$ cat config.mk
export PLATFORM = sky130hd
export DESIGN_NAME = banco_registros
export DESIGN_NICKNAME = d
export VERILOG_FILES = /design/src/rtl/banco_registros_pkg.sv /design/src/rtl/banco_registros_puerto_lectura.sv /design/src/rtl/banco_registros.sv
export SDC_FILE = /design/constraint.sdc
export NUM_CORES = 1
export LEC_CHECK = 0
export ABC_AREA = 1
export CAP_MARGIN = 20
export CORE_MARGIN = 8
export CORE_UTILIZATION = 52
export CTS_BUF_LIST = sky130_fd_sc_hd__clkbuf_4 sky130_fd_sc_hd__clkbuf_8
export CTS_CLUSTER_SIZE = 25
export DETAILED_ROUTE_END_ITERATION = 10
export HOLD_SLACK_MARGIN = 0.1
export PLACE_DENSITY = 0.72
export SLEW_MARGIN = 25
export SYNTH_ARGS = -nofsm -noshare
export SYNTH_HDL_FRONTEND = slang
export SYNTH_HIERARCHICAL = 1
export SYNTH_SLANG_ARGS = --single-unit
$ cat constraint.sdc
create_clock -name clk -period 2.1 [get_ports clk]
set_input_delay 0.21 -clock clk [delete_from_list [all_inputs] [get_ports clk]]
set_output_delay 0.21 -clock clk [all_outputs]
set_load 0.05 [all_outputs]
$ cat src/rtl/banco_registros_pkg.sv
// ============================================================================
// banco_pkg : shared constants, depth helper and word type for banco_registros
// Rev 1.0
// ============================================================================
`default_nettype none

package banco_pkg;

  localparam int WIDTH_DEF = 14;
  localparam int AW_DEF    = 3;

  function automatic int DEPTH_OF(input int aw);
    return 1 << aw;
  endfunction

  typedef logic [WIDTH_DEF-1:0] palabra_t;

endpackage

`default_nettype wire

$ cat src/rtl/banco_registros_puerto_lectura.sv
// ============================================================================
// puerto_lectura : registered read port with enable, write-first forwarding
// Rev 1.0
// ============================================================================
`default_nettype none

module puerto_lectura
  import banco_pkg::*;
#(
  parameter int WIDTH   = WIDTH_DEF,
  parameter int AW      = AW_DEF,
  parameter int ZERO_R0 = 1
) (
  input  logic             clk,
  input  logic             rst,
  input  logic             re_i,
  input  logic [AW-1:0]    ra_i,
  input  logic [WIDTH-1:0] rd_i,
  input  logic             we_i,
  input  logic [AW-1:0]    wa_i,
  input  logic [WIDTH-1:0] wd_i,
  output logic [WIDTH-1:0] q_o
);

  logic [WIDTH-1:0] q_q;
  logic [WIDTH-1:0] q_d;

  // we_i is the already-qualified write, so a dropped r0 write never forwards
  always_comb begin
    q_d = q_q;
    if (re_i) begin
      if ((ZERO_R0 != 0) && (ra_i == '0)) begin
        q_d = '0;
      end else if (we_i && (wa_i == ra_i)) begin
        q_d = wd_i;
      end else begin
        q_d = rd_i;
      end
    end
  end

  always_ff @(posedge clk) begin
    if (rst) begin
      q_q <= '0;
    end else begin
      q_q <= q_d;
    end
  end

  assign q_o = q_q;

endmodule

`default_nettype wire

$ cat src/rtl/banco_registros.sv
// ============================================================================
// banco_registros : 2**AW x WIDTH register file, 1 write port, 2 read ports
// Rev 1.0
// ============================================================================
`default_nettype none

module banco_registros
  import banco_pkg::*;
#(
  parameter int WIDTH   = WIDTH_DEF,
  parameter int AW      = AW_DEF,
  parameter int ZERO_R0 = 1
) (
  input  logic                clk,
  input  logic                rst,
  input  logic                we,
  input  logic [AW-1:0]       wa,
  input  logic [WIDTH-1:0]    wd,
  input  logic                re_a,
  input  logic [AW-1:0]       ra_a,
  output logic [WIDTH-1:0]    qa,
  input  logic                re_b,
  input  logic [AW-1:0]       ra_b,
  output logic [WIDTH-1:0]    qb,
  output logic [(2**AW)-1:0]  valido
);

  localparam int DEPTH = DEPTH_OF(AW);

  logic [WIDTH-1:0] regs_q [DEPTH];
  logic [DEPTH-1:0] valido_q;
  logic             w_we_eff;
  logic [WIDTH-1:0] w_rd_a;
  logic [WIDTH-1:0] w_rd_b;

  assign w_we_eff = we && !((ZERO_R0 != 0) && (wa == '0));

  for (genvar i = 0; i < DEPTH; i++) begin : g_reg
    always_ff @(posedge clk) begin
      if (rst) begin
        regs_q[i]   <= '0;
        valido_q[i] <= 1'b0;
      end else if (w_we_eff && (wa == AW'(i))) begin
        regs_q[i]   <= wd;
        valido_q[i] <= 1'b1;
      end
    end
  end

  assign w_rd_a = regs_q[ra_a];
  assign w_rd_b = regs_q[ra_b];
  assign valido = valido_q;

  puerto_lectura #(.WIDTH(WIDTH), .AW(AW), .ZERO_R0(ZERO_R0)) u_puerto_a (
    .clk  (clk),
    .rst  (rst),
    .re_i (re_a),
    .ra_i (ra_a),
    .rd_i (w_rd_a),
    .we_i (w_we_eff),
    .wa_i (wa),
    .wd_i (wd),
    .q_o  (qa)
  );

  puerto_lectura #(.WIDTH(WIDTH), .AW(AW), .ZERO_R0(ZERO_R0)) u_puerto_b (
    .clk  (clk),
    .rst  (rst),
    .re_i (re_b),
    .ra_i (ra_b),
    .rd_i (w_rd_b),
    .we_i (w_we_eff),
    .wa_i (wa),
    .wd_i (wd),
    .q_o  (qb)
  );

endmodule

`default_nettype wire

==> summary.txt, run 1 <==
Status
  – Status: completed

Timing
  – Actual slew at the worst max-slew pin: 635 ps
  – Final hold violations: 0
  – Tcrit/Tclk final: 88.2%
  – Max-slew violations: 0
  – Max Freq: 0.540 GHz
  – Endpoints failing setup: 0
  – Final worst slack: 247 ps
  – Clk_skew: roughly 6.5 ps
  – RSZ-0062 raised after global routing: no
  – Min Tclk post-route: 1850 ps
  – Setup_tns: 0 ps
  – Worst slew margin: 57.6%

Power
  – Leak Pwr: 4.95 nW
  – Final Total Pwr: 7.04 mW
  – Pint: 4.84 mW
  – NetSw: 2.20 mW
  – Combinational Power Share: 20.2%
  – Pwr dens: 711 nW/µm²
  – Flop pwr share: 48.4%
  – Sw frac: 31.3%
  – Clk pwr share: 31.4%
  – Worst vdd ir: 0.000447 V

Routing
  – Wire per inst: about 17 µm
  – DRC viols: 0
  – Routed wire length: 25300 µm
  – Initial DRC count: 987
  – Via density per instance: 5.26
  – Drt pass-1 iters: 6
  – Post-route ant nets: 0
  – Via count: roughly 7.9k

Worst setup path
  – Max incr delay on CP: 820 ps
  – CP delay by family, top: buffers and inverters
  – WP data arrival: 1640 ps
  – CP required: approximately 1900 ps
  – Worst setup SP type: flop
  – Max FO, Critical Path: 2
  – RR Startpoint: regs_q[7][4]$_SDFFCE_PN0P_
  – Crit end category: primary output
  – Worst path bufs/invs: 1
  – CP startpoint: u_puerto_b/q_o[8]$_SDFFE_PP0P_
  – Crit Path Class: reg -> out
  – Crit path max-delay cell type: clkdlybuf4s50_1
  – Critical Path, Cell by Cell: clkdlybuf4s50_1

Final layout
  – Area Growth Syn to Fin: 16.6%
  – N_diodes: 0
  – Share of cells above drive strength 1: 10.6%
  – Layout Cells excl Fill: 1503
  – # fillers: 1465
  – # nets final: 1302

Clock network
  – Num CTS Buffers: 17
  – Clock latency on the worst-skew pair: 460 ps
  – Clock transition at the registers of the reported paths: 90 ps
  – # hold bufs at CTS: 0
  – CTS Sinks: 148
  – Post-CTS Resized: 0
  – H-tree levels: 4
  – Max clock buf depth: 2
  – Clock root buffer master: clkbuf_8
  – CTS tree: built
  – Setup Buffers After CTS: 0

Placement
  – # port buffers: 63
  – Place WS: 56.9 ps
  – Routability Congestion: 0.903
  – Dpl cells: 1471
  – Hpwl dp: 17800 µm

Yosys
  – Share of Yosys cell area claimed by the top area cell type: 39.6%
  – Top post-synthesis cells by area: edfxtp_1 (40%), nand2_1 (20%), nand3_1 (9.9%)
  – Synth Area per Inst: 7.10 µm²
  – Synth warn: 6
  – Seq cells post-synth: 148
  – Gate Count Post-Synth: 1196
  – Cell Area, Synth: 8490 µm²
  – Register area share after synthesis: 48.1%
  – Post-synth cell types: 24
  – Post-synth top area cell: edfxtp_1

Die
  – Core ar.: 15900 µm²
  – Area of the die: just over 20000 µm²
  – Die height: 144 µm
  – Die width: 144 µm
  – I/O pin count: 64
  – FP Rows: 46
  – Starting Density: 53.3%

Global route
  – Gr ovfl total: 0
  – Initial antenna violation count: 0
  – GRT Total Usage: 24.9%
  – Vias in the first global route: 7269
  – Global-route wire length before repair: 39200 µm
  – Pin count of the biggest net entering global routing: 48

Hold path
  – Hold Path Origin: rst
  – Hold Path Class: in -> reg

Job
  – Number of max-cap violations: 0
==> cells in the final DEF, fill, tap and decap left out, types with 2 or more instances in the layout <==
cell type        count
a31oi_2              2
nor2_1              95
clkinvlp_4           2
clkinv_4             3
clkbuf_8            17
clkinv_2             2
nor2_2              11
nand3_1            168
clkdlybuf4s50_1     60
conb_1              14
buf_4               37
nand2_1            458
inv_2               35
inv_6                4
inv_1              169
nand2_4              4
edfxtp_1           112
a21oi_1             28
o21ai_1              6
buf_2                3
nor2_4               6
dfxtp_1             36
bufinv_16            2
buf_12               6
clkinv_1             2
==> layout make-up <==
| class | count | area [µm²] | share of cell area [%] |
|---|---|---|---|
| clock inverters | 15 | 154 | 1.55 |
| clock buffers | 17 | 234 | 2.36 |
| repair buffers | 106 | 1010 | 10.2 |
| inverters | 204 | 766 | 7.73 |
| multi-input cells | 797 | 3380 | 34.1 |
| well taps | 216 | 270 | 2.73 |
| flip-flops and latches | 148 | 4080 | 41.2 |
==> final timing paths <==
kind / slack, ps / depth (start not counted) / to
max: 250 / 1 / qb[8]
min: 200 / 3 / u_puerto_a/q_o[9]$_SDFFE_PP0P_
min reg2reg: 430 / 2 / valido[0]$_SDFFE_PP0P_
max reg2reg: 830 / 10 / u_puerto_a/q_o[4]$_SDFFE_PP0P_
==> layer usage <==
metal,track usage (%),share of wire (%)
met3,4.41,9.7
met2,39.0,45
met1,33.6,43
met4,9.41,2.2
met5,0,0
==> synthesized netlist by cell type (all sizes together) <==
library cell  number
buf               47
dfxtp             36
a21oi             28
a21boi             1
conb               1
o21ai              6
edfxtp           112
nand2            463
inv              204
nor2             112
nor3               1
a31oi              2
nand3            168
clkbuf            13
or2                2
==> metrics by stage <==
stage	area (µm²)	hold slack [ps]	util, %
2_1_floorplan	8540	279	-
3_3_place_gp	9510	418	59.7
3_5_place_dp	9510	423	59.7
4_1_cts	9900	167	62.1
5_1_grt	9900	200	62.1
6_report	9900	201	62.1
==> state kept, by name (all words and copies together) (netlist names) <==
signal,flops
regs_q,112
u_puerto_a/q_o,14
u_puerto_b/q_o,14
valido,8
==> power by group through the flow <==
stage	Combinational, mW	Sequential (mW)	Clock (mW)
floorplan	0.762	3.61	0
finish	1.42	3.41	2.21
CTS	1.40	3.40	2.25
global route	1.55	3.42	2.34
detailed placement	1.39	3.47	0
global placement	1.38	3.46	0
==> tightest hold or removal path, delay by kind of cell <==
family	cells	cell delay (ps)
compound gates	1	60
buf+inv	2	350
==> cell families after synthesis <==
family | count (synthesis) | synth area share, %
and+or+nand+nor | 746 | 36.8
buffers and inverters | 264 | 12.7
DFF | 148 | 48.1
AOI/OAI and AO/OA | 37 | 2.39
other | 1 | 0.0442
Note: power is estimated with default switching activity, not from simulation.
==> run 2, diff against run 1 <==
--- a/config.mk
+++ b/config.mk
@@ -10,7 +10,6 @@
 export CORE_MARGIN = 8
 export CORE_UTILIZATION = 52
 export CTS_BUF_LIST = sky130_fd_sc_hd__clkbuf_4 sky130_fd_sc_hd__clkbuf_8
-export CTS_CLUSTER_SIZE = 25
 export DETAILED_ROUTE_END_ITERATION = 10
 export HOLD_SLACK_MARGIN = 0.1
 export PLACE_DENSITY = 0.72
==> results of run 2 <==
The final DEF is identical to that of run 1; final timing and power are the same.
